[src/rtl/mac_pkg.sv]
// mac_pkg: shared definitions for the mac result accumulator.
//   - default width constants for the mac datapath and accumulator
//   - window FSM state encoding
package mac_pkg;

  localparam int unsigned MAC_DATA_W = 32;
  localparam int unsigned MAC_ACC_W  = 40;
  localparam int unsigned MAC_LEN_W  = 8;

  typedef enum logic [1:0] {
    ST_IDLE = 2'd0,
    ST_ACC  = 2'd1,
    ST_HOLD = 2'd2
  } state_e;

endpackage

[src/rtl/mac_accumulator_if.sv]
// mac_accumulator_if: window-length, input beat and output result handshakes
// of mac_accumulator.
//   len       : window length in beats (0 means 2^LEN_W)
//   in_valid  / in_ready  / in_data           : input beat handshake
//   out_valid / out_ready / out_sum / out_ovf : held result handshake
//   busy      : a window is open
// Modports: slave = the accumulator, master = the producer/consumer side.
interface mac_accumulator_if
  import mac_pkg::*;
#(
  parameter int unsigned DATA_W = MAC_DATA_W,
  parameter int unsigned ACC_W  = MAC_ACC_W,
  parameter int unsigned LEN_W  = MAC_LEN_W
) ();

  logic [LEN_W-1:0]  len;
  logic              in_valid;
  logic              in_ready;
  logic [DATA_W-1:0] in_data;
  logic              out_valid;
  logic              out_ready;
  logic [ACC_W-1:0]  out_sum;
  logic              out_ovf;
  logic              busy;

  modport slave (
    input  len, in_valid, in_data, out_ready,
    output in_ready, out_valid, out_sum, out_ovf, busy
  );

  modport master (
    output len, in_valid, in_data, out_ready,
    input  in_ready, out_valid, out_sum, out_ovf, busy
  );

endinterface

[src/rtl/mac_accumulator_acc_add_sat.sv]
// acc_add_sat: combinational ACC_W-bit add of a zero-extended DATA_W operand.
//   acc_i   : running sum
//   data_i  : new beat, unsigned
//   sum_o   : result (wrapped, or clamped to all ones on carry)
//   carry_o : carry out of bit ACC_W-1
// Build option: MAC_ACC_SATURATE_EN defined selects clamping on carry.
module acc_add_sat #(
  parameter int unsigned DATA_W = 32,
  parameter int unsigned ACC_W  = 40
) (
  input  logic [ACC_W-1:0]  acc_i,
  input  logic [DATA_W-1:0] data_i,
  output logic [ACC_W-1:0]  sum_o,
  output logic              carry_o
);

  logic [ACC_W:0] full;

  always_comb begin
    full    = {1'b0, acc_i} + (ACC_W+1)'(data_i);
    carry_o = full[ACC_W];
`ifdef MAC_ACC_SATURATE_EN
    sum_o   = carry_o ? '1 : full[ACC_W-1:0];
`else
    sum_o   = full[ACC_W-1:0];
`endif
  end

endmodule

[src/rtl/mac_accumulator.sv]
// mac_accumulator: sums a programmable window of mac results and holds the
// wide sum until the consumer takes it.
//   clk : clock, rising edge
//   rst : synchronous active-high reset
//   bus : mac_accumulator_if.slave (len, input beat handshake, held result
//         handshake with sticky overflow, busy)
// Build option: MAC_ACC_SATURATE_EN (see acc_add_sat) clamps the sum on
// overflow instead of wrapping.
module mac_accumulator
  import mac_pkg::*;
#(
  parameter int unsigned DATA_W = MAC_DATA_W,
  parameter int unsigned ACC_W  = MAC_ACC_W,
  parameter int unsigned LEN_W  = MAC_LEN_W
) (
  input  logic                 clk,
  input  logic                 rst,
  mac_accumulator_if.slave     bus
);

  state_e           state_q, state_d;
  logic [ACC_W-1:0] acc_q,   acc_d;
  logic [LEN_W:0]   cnt_q,   cnt_d;
  logic [LEN_W:0]   len_q,   len_d;
  logic             ovf_q,   ovf_d;

  logic             accept;
  logic [LEN_W:0]   len_ext;
  logic [ACC_W-1:0] add_sum;
  logic             add_carry;

  acc_add_sat #(
    .DATA_W (DATA_W),
    .ACC_W  (ACC_W)
  ) u_add (
    .acc_i   (acc_q),
    .data_i  (bus.in_data),
    .sum_o   (add_sum),
    .carry_o (add_carry)
  );

  // len of 0 encodes a full 2^LEN_W window, hence the extra count bit.
  always_comb begin
    len_ext = {1'b0, bus.len};
    if (bus.len == '0) begin
      len_ext = {1'b1, {LEN_W{1'b0}}};
    end
  end

  always_comb begin
    bus.in_ready  = ((state_q == ST_IDLE) || (state_q == ST_ACC)) && !rst;
    bus.out_valid = (state_q == ST_HOLD);
    bus.out_sum   = acc_q;
    bus.out_ovf   = ovf_q;
    bus.busy      = (state_q == ST_ACC) || (state_q == ST_HOLD);
  end

  assign accept = bus.in_valid && bus.in_ready;

  always_comb begin
    state_d = state_q;
    acc_d   = acc_q;
    cnt_d   = cnt_q;
    len_d   = len_q;
    ovf_d   = ovf_q;
    unique case (state_q)
      ST_IDLE: begin
        if (accept) begin
          len_d   = len_ext;
          acc_d   = ACC_W'(bus.in_data);
          cnt_d   = (LEN_W+1)'(1);
          ovf_d   = 1'b0;
          state_d = (len_ext == (LEN_W+1)'(1)) ? ST_HOLD : ST_ACC;
        end
      end
      ST_ACC: begin
        if (accept) begin
          acc_d = add_sum;
          ovf_d = ovf_q | add_carry;
          cnt_d = cnt_q + (LEN_W+1)'(1);
          if (cnt_d == len_q) begin
            state_d = ST_HOLD;
          end
        end
      end
      ST_HOLD: begin
        if (bus.out_ready) begin
          state_d = ST_IDLE;
        end
      end
      default: state_d = ST_IDLE;
    endcase
  end

  always_ff @(posedge clk) begin
    if (rst) begin
      state_q <= ST_IDLE;
      acc_q   <= '0;
      cnt_q   <= '0;
      len_q   <= '0;
      ovf_q   <= 1'b0;
    end else begin
      state_q <= state_d;
      acc_q   <= acc_d;
      cnt_q   <= cnt_d;
      len_q   <= len_d;
      ovf_q   <= ovf_d;
    end
  end

endmodule

[src/flat_wrapper.sv]
// flat-port wrapper written by rule: the top's interface ports become plain ports
module mac_accumulator_flat import mac_pkg::*;
#(
  parameter int unsigned DATA_W = MAC_DATA_W,
  parameter int unsigned ACC_W  = MAC_ACC_W,
  parameter int unsigned LEN_W  = MAC_LEN_W
)
  (clk, rst, bus_len, bus_in_valid, bus_in_data, bus_out_ready, bus_in_ready, bus_out_valid, bus_out_sum, bus_out_ovf, bus_busy);
  mac_accumulator_if #(.DATA_W(DATA_W), .ACC_W(ACC_W), .LEN_W(LEN_W)) bus_i ();
  input  logic clk;
  input  logic rst;
  input wire logic [$bits(bus_i.len)-1:0] bus_len;
  input wire logic [$bits(bus_i.in_valid)-1:0] bus_in_valid;
  input wire logic [$bits(bus_i.in_data)-1:0] bus_in_data;
  input wire logic [$bits(bus_i.out_ready)-1:0] bus_out_ready;
  output wire logic [$bits(bus_i.in_ready)-1:0] bus_in_ready;
  output wire logic [$bits(bus_i.out_valid)-1:0] bus_out_valid;
  output wire logic [$bits(bus_i.out_sum)-1:0] bus_out_sum;
  output wire logic [$bits(bus_i.out_ovf)-1:0] bus_out_ovf;
  output wire logic [$bits(bus_i.busy)-1:0] bus_busy;
  assign bus_i.len = bus_len;
  assign bus_i.in_valid = bus_in_valid;
  assign bus_i.in_data = bus_in_data;
  assign bus_i.out_ready = bus_out_ready;
  assign bus_in_ready = bus_i.in_ready;
  assign bus_out_valid = bus_i.out_valid;
  assign bus_out_sum = bus_i.out_sum;
  assign bus_out_ovf = bus_i.out_ovf;
  assign bus_busy = bus_i.busy;
  mac_accumulator #(.DATA_W(DATA_W), .ACC_W(ACC_W), .LEN_W(LEN_W)) u_core (.clk(clk), .rst(rst), .bus(bus_i));
endmodule
[config.mk]
export PLATFORM = sky130hd
export DESIGN_NAME = mac_accumulator_flat
export DESIGN_NICKNAME = d
export VERILOG_FILES = /design/src/rtl/mac_pkg.sv /design/src/rtl/mac_accumulator_if.sv /design/src/rtl/mac_accumulator_acc_add_sat.sv /design/src/rtl/mac_accumulator.sv /design/src/flat_wrapper.sv
export SDC_FILE = /design/constraint.sdc
export NUM_CORES = 1
export LEC_CHECK = 0
export CAP_MARGIN = 30
export CORE_ASPECT_RATIO = 1.5
export CORE_UTILIZATION = 48
export DETAILED_ROUTE_END_ITERATION = 10
export GPL_TIMING_DRIVEN = 0
export HOLD_SLACK_MARGIN = 0.1
export PLACE_DENSITY_LB_ADDON = 0.12
export SLEW_MARGIN = 20
export SYNTH_ARGS = -nofsm -noshare
export SYNTH_HDL_FRONTEND = slang
export SYNTH_SLANG_ARGS = --single-unit
[constraint.sdc]
create_clock -name clk -period 2.5 [get_ports clk]
set_input_delay 0.375 -clock clk [delete_from_list [all_inputs] [get_ports clk]]
set_output_delay 0.375 -clock clk [all_outputs]
set_load 0.01 [all_outputs]
; ---- Yosys cells after proc, flatten, opt, wreduce, memory -nomap -nowiden
; Cells that the tools add are included.
[word_totals]
mem_count = 0
latchBits = 0
inputBits = 44
rom_bits = 0
reg_bits = 61
ram_bits = 0
[op_classes]
n_addsub = 2
n_lt_le_gt_ge = 0
n_eq_ne = 8
reduce_logical = 11
bitwise_logic = 1
mul = 0
shift = 0
div = 0
n_mux = 16
[op_table]
columns = operator, n
row1 = 40-bit 2-to-1 mux, 2
row2 = 40-bit case mux with 2 select lines, 1
row3 = 40-bit by 32-bit adder with 41-bit output, 1
row4 = 9-bit 2-to-1 mux, 3
row5 = 9-bit case mux with 2 select lines, 1
row6 = 2-bit 2-to-1 mux, 5
row7 = 9-bit by 1-bit adder with 9-bit output (second input constant), 1
row8 = 9-bit by 1-bit equality test with 1-bit output (second input constant), 1
row9 = 9-bit equality test, 1
row10 = 8-bit zero test, 1
row11 = 2-bit case mux with 3 select lines, 1
row12 = 2-bit by 1-bit != test with 1-bit output (second input constant), 2
row13 = 2-bit != test (second input constant), 2
row14 = 4-bit AND reduction, 1
row15 = 3-bit AND reduction, 1
row16 = 2-bit by 1-bit equality test with 1-bit output (second input constant), 1
row17 = 2-bit equality test (second input constant), 1
row18 = 1-bit logical AND, 2
row19 = 2-bit zero test, 1
row20 = 1-bit logical OR, 2
row21 = 1-bit 2-to-1 mux, 2
row22 = 1-bit case mux with 2 select lines, 1
row23 = 2-bit AND reduction, 1
row24 = 2-bit nonzero test, 1
row25 = other kinds (2), 2

; ---- Depth between registers and ports, before layout
; Gate-level depths: netlist (run 1).
[depth]
ltp_word = 6
depth_mapped = 12
ltp_nobuf = 12

; ---- Hierarchy
; A second synthesis (run 1) with hierarchy kept.
[unflattened]
hier_cells = 615
area_unflattened_um2 = 4873.4
[modules_own_cells]
columns = mod, cells_per_inst, instances, area_per_inst_um2, seq_area_each_um2
row1 = mac_accumulator, 331, 1, 2892.8, 1221.2
row2 = acc_add_sat, 284, 1, 1980.6, 0.0

; ---- Worst setup path before layout (run 1)
; Ideal clock, no wire load.
[synth_timing]
kind = input to register
startpoint = in bus_in_data[16]
endpoint = reg u_core.acc_q[31] (netlist: u_core.bus.out_sum[31])
arrival_ns = 2.583
slack_ns = -0.206
cell_stages = 10
n_path_buf = 0
path_cell_list = ha_1 a21o_1 o21bai_1 a221o_1 a221oi_2 o31ai_2 a2111o_1 a31oi_2 xor2_1 o22ai_1
[synth_via]
elab_chain_len = 3
[synth_lines]
columns = element, line
row1 = "start, declared", flat_wrapper.sv:14  ; input wire logic [$bits(bus_i.in_data)-1:0] bus_in_data;
row2 = 40-bit by 32-bit adder with 41-bit output, mac_accumulator_acc_add_sat.sv:20  ; full = {1'b0, acc_i} + (ACC_W+1)'(data_i);
row3 = 40-bit 2-to-1 mux, mac_accumulator.sv:77  ; if (accept) begin
row4 = 40-bit case mux with 2 select lines, mac_accumulator.sv:66  ; unique case (state_q)
row5 = "end signal, assigned", mac_accumulator.sv:98  ; acc_q <= '0;
row6 = "end signal, assigned", mac_accumulator.sv:104  ; acc_q <= acc_d;
row7 = "end, declared", mac_accumulator.sv:22  ; logic [ACC_W-1:0] acc_q, acc_d;
; Every way passes these cells. The select of a mux whose other input is x is not followed.
; A chain may end at the register's enable or synchronous reset.

; ---- Worst setup path after layout (run 1)
[layout_timing]
startpoint = reg u_core.acc_q[16] (netlist: u_core.bus.out_sum[16])
endpoint = reg u_core.acc_q[37] (netlist: u_core.bus.out_sum[37])
[layout_via]
elab_chain_len = 3
[layout_lines]
columns = element, line
row1 = 40-bit by 32-bit adder with 41-bit output, mac_accumulator_acc_add_sat.sv:20
row2 = 40-bit 2-to-1 mux, mac_accumulator.sv:77
row3 = 40-bit case mux with 2 select lines, mac_accumulator.sv:66
; Every way passes these cells. The select of a mux whose other input is x is not followed.

==> flow_summary.ini, run 1 <==
[global_routing]
grt_overflow_total = 0
grt_max_degree = 11
track_usage = 0.325
grt_pass1_vias = 5300
antenna_found_initial = 0
grt_pass1_wl_mm = 25.0

[worst_setup_path]
critPathTopFamily = compound AO/OA/AOI/OAI gates
critPathCaptureType = register
cp-start-kind = register
worstReg2RegEnd = u_core.bus.out_sum[37]
worst-r2r-setup-slack_ns = -0.24
cp_data_arrival_time_ns = 2.94
path_class = register to register
ff2ff_path_depth = 12
critPathMostFrequentCell = buf_4
crit_fanout = 3
path_cells = ha_4 > a21o_1 > o21bai_1 > a221o_1 > a221oi_4 > o31ai_4 > buf_4 > a2111oi_4 > buf_4 > nor3b_1 > xnor2_1 > nor2_1
cp.depth = 12
path_buf_inv = 2
worstPathRequired_ns = 2.70
slowest_delay_ns = 0.35
timing.rr.start = u_core.bus.out_sum[16]
cp_slowest_cell = dfxtp_2

[flow_run]
cap_viol_max_count = 0

[timing]
fmaxAchievable_ghz = 0.365
relSlewSlack = 0.485
worstMarginPinSlew_ns = 0.772
finalMaxSlewViolations = 0
final-setup-viol-count = 15
finalHoldViolCount = 0
finalCriticalPeriod_ns = 2.74
holdWs_ns = 0.459
fin_ws_ns = -0.239
rsz0062_at_grt = true
finalClockSkew_ns = 0.00679
fin_crit_sh = 1.10

[floorplan]
die_y_um = 123
pin_count = 88
core-area_um2 = 9360
die_w_um = 82.5
dieArea_um2 = 10100
start_util = 0.499
std_cell_rows = 43

[route]
drt_wl_total_mm = 16.0
wire_per_inst_um = 19.0
topRoutingLayerUsed = met4
drt_iter0_drc = 357
drc = 0
met1_length_mm = 5.99
firstDrtPassIters = 5
viasPerCell = 6.23
vias = 5248
ant_nets = 0
dr_wl_met3_um = 900
wl_met2_mm = 8.28

[cts]
cts_sinks = 61
cts_buffers = 9
clkTransAtPathRegs_ns = 0.06
htreeDepth = 3
cts_root_buf = clkbuf_16
cts.path.max_buffers = 2
cts_tree = built
cts.hold.buffers_added = 0
clk_latency_ns = 0.34

[placed_design]
io_buffers = 86
gp_congestion = 0.921
dp_hpwl_mm = 10.8

[cells_and_area]
layout.nets = 807
mostFrequentLayoutCells = a21oi_1, clkdlybuf4s50_1, nand2_1
n_antenna_cell = 0
layout_commonest_cell = a21oi_1
synthToLayoutAreaGrowth_pct = 44.6
utilization = 0.721
drive_above_1_share = 0.189

[worst_hold_path]
hp-class = primary input to register
worstHoldPathCells = 3
min_from = bus_in_data[10]
min_to = u_core.bus.out_sum[10]

[power_and_ir_drop]
p_switching_mw = 2.19
p_leak_nw = 2.59
intPower_mw = 3.42
sw_frac_of_total = 0.391
power_frac_seq = 0.227
p_total_mw = 5.61
peakVddDrop_mv = 0.533
pwr-share-comb = 0.503
clock_power_share = 0.270
power_density_nw_per_um2 = 830

[synthesis]
ys.flop_type = dfxtp_1
synth_cells = 609
synthDominantCellAreaShare = 0.262
synth_top_area_cell = dfxtp_1
avgSynthCellArea_um2 = 7.67
ys_warn_count = 0
seq_area_frac_synth = 0.262
async_flop_share = 0
netlist_area_um2 = 4670
yosys_register_bits = 61
yosys-top-cells-area = dfxtp_1, ha_1, a21oi_1
synth_edf_count = 0
synth_fp_nets = 690
post_synth_num_cell_types = 66

[status]
outcome = finished with violations
violations = setup timing
-- how the worst max path moves through the flow --
| stage | from | end | slack, ns |
|---|---|---|---|
| floorplan | bus_in_data[16] | u_core.bus.out_sum[33] | -0.02 |
| global placement | bus_in_data[1] | u_core.bus.out_sum[33] | -0.81 |
| detailed placement | bus_in_data[1] | u_core.bus.out_sum[33] | -0.81 |
| CTS | u_core.bus.out_sum[16] | u_core.bus.out_sum[31] | -0.24 |
| global route | u_core.bus.out_sum[16] | u_core.bus.out_sum[31] | -0.36 |
| finish | u_core.bus.out_sum[16] | u_core.bus.out_sum[37] | -0.24 |
-- what timing repair did --
action,in CTS,in global routing
resized for setup,94,30
pin swaps,29,29
cloned,0,0
setup buffers,16,6
setup endpoints to repair,59,55
-- kinds of logic (layout without fill, tap and decap cells) --
kind of cell | after synthesis | in the layout | synth area share
AO/OA/AOI/OAI | 207 | 207 | 0.277
XOR/XNOR | 42 | 42 | 0.0788
adder cells (fa/ha/maj) | 37 | 37 | 0.101
buffers and inverters | 38 | 160 | 0.0381
flip-flops | 61 | 61 | 0.262
multiplexers | 12 | 12 | 0.0257
AND/OR/NAND/NOR | 212 | 212 | 0.218
-- sequential cells by signal (all words and copies together), names as in the netlist --
register / count
u_core.bus.out_ovf: 1
u_core.bus.out_sum: 40
u_core.cnt_q: 9
u_core.len_q: 9
u_core.state_q: 2
-- layout make-up --
type / instances / area, µm²
fillers: 741 / 2610
clock inverters: 3 / 90.1
inverters: 11 / 41.3
clock buffers: 13 / 270
multi-input cells: 510 / 3820
repair buffers: 109 / 1030
plain buffers: 24 / 129
well taps: 112 / 140
flip-flops and latches: 61 / 1230
-- synth_stat cells, types with 13 or more instances --
master	instances
nor3_1	19
clkbuf_1	20
nand2_1	65
ha_1	36
nand3_1	19
dfxtp_1	61
a21o_1	14
a21oi_1	88
xnor2_1	23
xor2_1	19
o21ai_0	31
nor2_1	52
a211oi_1	13
-- power groups by stage --
stage	combinational (mW)	sequential, mW	clock, mW
2_1_floorplan	1.56	1.28	0
6_report	2.82	1.27	1.52
4_1_cts	2.65	1.26	1.53
3_5_place_dp	2.36	1.26	0
5_1_grt	3.03	1.28	1.58
3_3_place_gp	2.31	1.26	0
-- metal layers --
layer	vias to the layer above	GRT usage
met4	0	0.208
li1	2484	-
met1	2472	0.350
met2	217	0.570
met3	75	0.0550
met5	-	0
-- stage by stage --
stage / worst slack (ns) / std cells / setup TNS, ns / area [µm²]
after detailed placement: -0.810 / 808 / -29.12 / 5770
after floorplan: -0.0185 / 609 / -0.0352 / 4760
final: -0.239 / 843 / -1.94 / 6750
after global routing: -0.362 / 843 / -4.06 / 6750
after CTS: -0.244 / 839 / -1.60 / 6590
after global placement: -0.805 / 807 / -32.55 / 5760
-- worst min-delay path, stage by stage --
cell,delay [ns]
dlymetal6s2s_1,0.16
mux2i_1,0.14
a211oi_1,0.08
(Power assumes the default switching activity.)
==> run 2: changes to the inputs <==
CORE_MARGIN = 5   (was not set)
==> flow_summary.ini, run 2 (same netlist as run 1, synthesis figures left out) <==
[worst_hold_path]
min_from = bus_in_data[10]
worstHoldPathCells = 3
hp-class = primary input to register

[worst_setup_path]
worst-r2r-setup-slack_ns = -0.21
worstPathRequired_ns = 2.74
path_cells = ha_4 > a21o_1 > o21bai_1 > a221o_1 > a221oi_2 > o31ai_4 > a2111oi_4 > buf_4 > nor3b_2 > nor3b_1 > a31o_1
timing.rr.start = u_core.bus.out_sum[16]
slowest_delay_ns = 0.35
crit_fanout = 4
path_class = register to register
worstReg2RegEnd = u_core.bus.out_sum[33]
ff2ff_path_depth = 11
cp-start-kind = register
critPathCaptureType = register
critPathCapture = u_core.bus.out_sum[33]
cp_slowest_cell = dfxtp_2
cp_data_arrival_time_ns = 2.95
crit_path_start = u_core.bus.out_sum[16]

[timing]
final-setup-viol-count = 14
rsz0062_at_grt = true
fmaxAchievable_ghz = 0.369
finalClockSkew_ns = 0.00653
relSlewSlack = 0.492
finalHoldViolCount = 0
worstMarginPinSlew_ns = 0.763
fin_ws_ns = -0.210
finalMaxSlewViolations = 0
finalCriticalPeriod_ns = 2.71
fin_crit_sh = 1.08

[global_routing]
grt_use_met1 = 0.293
grt_util_met3 = 0.0435
track_usage = 0.267
grt_max_degree = 13
grt_pass1_wl_mm = 25.7
top_usage_layer = met2
antenna_found_initial = 0
grt_pass1_vias = 5339
grt_use_met2 = 0.490
grt_overflow_total = 0

[cells_and_area]
multi_input_area_um2 = 3790
drive_above_1_share = 0.186
ff_latch_area_um2 = 1240
largest_register_ffs = 40
utilization = 0.695
layout.nets = 806
layout_commonest_cell = a21oi_1
n_antenna_cell = 0
synthToLayoutAreaGrowth_pct = 42.6
mostFrequentLayoutCells = a21oi_1, clkdlybuf4s50_1, nand2_1
fillerInstances = 786

[cts]
cts_tree = built
clkTransAtPathRegs_ns = 0.06
cts.path.max_buffers = 2
cts.hold.buffers_added = 0
cts_root_buf = clkbuf_16
cts_buffers = 9
cts_sinks = 61
htreeDepth = 3
clk_latency_ns = 0.35

[route]
firstDrtPassIters = 5
ant_nets = 0
drc = 0
wire_per_inst_um = 18.8
drt_iter0_drc = 330
viasPerCell = 6.17
vias = 5210
drt_wl_total_mm = 15.9

[floorplan]
std_cell_rows = 44
dieArea_um2 = 11800
pin_count = 88
die_y_um = 131
core-area_um2 = 9580
die_w_um = 90.5
start_util = 0.487

[status]
violations = setup timing
outcome = finished with violations

[power_and_ir_drop]
p_leak_nw = 2.56
peakVddDrop_mv = 0.567
p_total_mw = 5.32
power_density_nw_per_um2 = 798

[placed_design]
gp_congestion = 0.964
io_buffers = 86
dp_hpwl_mm = 11.1

[flow_run]
cap_viol_max_count = 0
-- run 2: cell types whose count changed in the layout (fill, tap and decap cells not counted), moves of 3 or more --
| cell | change |
|---|---|
| buf_6 | -3 |
| a21oi_2 | -3 |
| clkbuf_8 | -3 |
| a21oi_1 | +4 |
| clkinv_4 | +3 |
-- run 2: per-stage QoR --
step	worst slack, ns	setup TNS, ns	cells	area (µm²)	hold slack [ns]
6_report	-0.210	-1.52	845	6660	0.460
4_1_cts	-0.190	-1.03	842	6490	0.478
3_5_place_dp	-0.827	-30.11	811	5770	0.466
3_3_place_gp	-0.818	-33.16	810	5770	0.455
2_1_floorplan	-0.0185	-0.0352	609	4760	0.445
5_1_grt	-0.259	-2.99	845	6660	0.478
-- run 2: worst min-delay path by stage --
stage / endpoint / slack, ns
floorplan: u_core.len_q[2] / 0.44
global placement: u_core.bus.out_ovf / 0.46
detailed placement: u_core.bus.out_ovf / 0.47
CTS: u_core.len_q[0] / 0.48
global route: u_core.bus.out_sum[6] / 0.48
finish: u_core.bus.out_sum[10] / 0.46
-- run 2: timing repair --
item	in CTS	in global routing
setup endpoints to repair	59	58
pin swaps	32	24
gates resized for setup	79	38
buffers inserted	16	5
endpoints found under the hold margin	0	0
-- run 2: layout make-up --
| cell class | count | share of cell area |
|---|---|---|
| Inverter | 11 | 0.00620 |
| Sequential cell | 61 | 0.186 |
| Clock inverter | 7 | 0.0115 |
| Clock buffer | 9 | 0.0338 |
| Timing Repair Buffer | 108 | 0.153 |
| Tap cell | 115 | 0.0216 |
| Multi-Input combinational cell | 510 | 0.569 |
| Buffer | 24 | 0.0195 |
-- run 2: where the power goes --
part | total, mW | internal (mW) | switching [mW] | leakage, nW
combinational | 2.76 | 1.22 | 1.54 | 1.92
clock | 1.28 | 0.774 | 0.508 | 0.142
sequential | 1.27 | 1.12 | 0.153 | 0.502
-- run 2: worst max-delay path, delay by kind of cell, from the launching register on --
family / cells / cell delay, ns
buffers and inverters: 1 / 0.20
AO/OA/AOI/OAI: 7 / 1.63
AND/OR/NAND/NOR: 2 / 0.22
flip-flops: 1 / 0.35
adder cells (fa/ha/maj): 1 / 0.20
-- run 2: routing by layer --
layer	vias up	wire length, µm
met5	-	0
met4	0	583
met3	55	835
met2	188	8360
met1	2487	6130
li1	2480	-
==> run 3: changes to the inputs <==
GPL_TIMING_DRIVEN = not set   (was 0)
HOLD_SLACK_MARGIN = 0.15   (was 0.1)
==> flow_summary.ini, run 3 (same netlist as run 1, synthesis figures left out) <==
[worst_setup_path]
cp-start-kind = register
cp_data_arrival_time_ns = 2.82
worstPathRequired_ns = 2.70
timing.rr.start = u_core.bus.out_sum[16]
path_cells = ha_4 > a21o_1 > o21bai_1 > a221o_1 > a221oi_2 > o31ai_4 > a2111o_1 > a31oi_2 > xor2_1 > o22ai_1
ff2ff_path_depth = 10
worst-r2r-setup-slack_ns = -0.12
crit_fanout = 4
cp_slowest_cell = a2111o_1
critPathCaptureType = register
worstReg2RegEnd = u_core.bus.out_sum[31]
path_class = register to register
slowest_delay_ns = 0.40

[floorplan]
std_cell_rows = 44
start_util = 0.487
pin_count = 88
core-area_um2 = 9580
die_w_um = 90.5
dieArea_um2 = 11800
die_y_um = 131

[power_and_ir_drop]
pwr-share-comb = 0.537
peakVddDrop_mv = 0.729
intPower_mw = 3.48
sw_frac_of_total = 0.391
p_switching_mw = 2.23
clock_power_share = 0.245
power_frac_seq = 0.219
power_density_nw_per_um2 = 786
p_total_mw = 5.71
p_leak_nw = 3.01

[route]
wire_per_inst_um = 17.6
drt_iter0_drc = 243
drc = 0
firstDrtPassIters = 5
ant_nets = 0
vias = 5473
drt_wl_total_mm = 16.3
viasPerCell = 5.90

[global_routing]
grt_pass1_wl_mm = 26.2
grt_max_degree = 40
grt_pass1_vias = 5689
antenna_found_initial = 0
grt_overflow_total = 0
track_usage = 0.271

[timing]
finalCriticalPeriod_ns = 2.62
relSlewSlack = 0.665
finalMaxSlewViolations = 0
finalClockSkew_ns = 0.00767
rsz0062_at_grt = true
final-setup-viol-count = 6
fin_ws_ns = -0.116
finalHoldViolCount = 0
fin_crit_sh = 1.05
fmaxAchievable_ghz = 0.382
worstMarginPinSlew_ns = 0.498

[cts]
clk_latency_ns = 0.34
clkTransAtPathRegs_ns = 0.06
cts_tree = built
cts_buffers = 9
cts_root_buf = clkbuf_16
htreeDepth = 3
cts_sinks = 61
cts.hold.buffers_added = 0
cts.path.max_buffers = 2

[placed_design]
postPlaceCellArea_um2 = 6550
dp.cells = 904
dp_hpwl_mm = 11.7
gp_congestion = 0.956
io_buffers = 87
dp_slack_ns = -0.679

[cells_and_area]
layout_commonest_cell = buf_4
largest_register_ffs = 40
layout.nets = 888
drive_above_1_share = 0.266
n_antenna_cell = 0
final_cell_area_um2 = 7260
synthToLayoutAreaGrowth_pct = 55.5
mostFrequentLayoutCells = buf_4, a21oi_1, clkdlybuf4s50_1
finalNonFillerCells = 927
fillerInstances = 706

[worst_hold_path]
hp-class = register to register
min_to = u_core.len_q[3]
min_from = u_core.len_q[3]
worstHoldPathCells = 2

[flow_run]
cap_viol_max_count = 0

[status]
violations = setup timing
outcome = finished with violations
[run 3: cell types whose count changed in the layout (fill, tap and decap cells not counted), moves of 5 or more]
cell and change:
ha_1 +5, dfxtp_1 +6, clkbuf_2 -6, clkbuf_1 -12, buf_4 +106, dfxtp_2 -5
[run 3: final cells by class]
type | instances | area [µm²] | share of cell area
clock buffer | 9 | 225 | 0.0310
inverter | 11 | 41.3 | 0.00569
clock inverter | 7 | 100 | 0.0138
multi-input combinational | 510 | 3710 | 0.511
tap | 115 | 144 | 0.0198
timing repair buffer | 214 | 1810 | 0.250
sequential | 61 | 1230 | 0.169
[run 3: power by group through the flow]
stage          Sequential (mW)  Clock, mW  Combinational (mW)
5_1_grt                   1.26       1.46                3.31
6_report                  1.25       1.40                3.06
3_3_place_gp              1.24          0                2.79
3_5_place_dp              1.24          0                2.83
4_1_cts                   1.24       1.40                2.95
2_1_floorplan             1.28          0                1.56
[run 3: what timing repair did]
action,4_1_cts,5_1_grt
pin swaps,21,24
resized for setup,49,34
buffers inserted,4,3
setup endpoints to repair,24,23
[run 3: critical path, delay by kind of cell (launching register included)]
kind	cells	cell delay [ns]
DFF	1	0.34
adders and majority gates	1	0.24
AOI/OAI and AO/OA	8	1.72
xor gates and xnor gates	1	0.17
[run 3: worst max-delay path by stage]
stage,start,endpoint,slack [ns],cells after the start
CTS,u_core.bus.out_sum[16],u_core.bus.out_sum[31],-0.17,10
detailed placement,bus_in_data[0],u_core.bus.out_sum[38],-0.68,12
global placement,bus_in_data[16],u_core.bus.out_sum[31],-0.62,11
global route,u_core.bus.out_sum[16],u_core.bus.out_sum[31],-0.23,10
floorplan,bus_in_data[16],u_core.bus.out_sum[33],-0.02,10
finish,u_core.bus.out_sum[16],u_core.bus.out_sum[31],-0.12,10
[run 3: layer usage]
layer	wire length [µm]	part of all wire	up-vias	GRT usage
met1	6190	0.38	2624	0.275
met4	629	0.039	0	0.148
met5	0	0	-	0
met2	8820	0.54	156	0.519
li1	-	-	2636	-
met3	661	0.041	57	0.0493
[run 3: stage by stage]
step                hold WS (ns)  setup TNS [ns]   util
CTS                        0.475          -0.478  0.741
global placement           0.463          -12.72  0.684
detailed placement         0.465          -13.26  0.684
finish                     0.473          -0.437  0.758
global route               0.495           -1.74  0.758
floorplan                  0.445         -0.0352      -
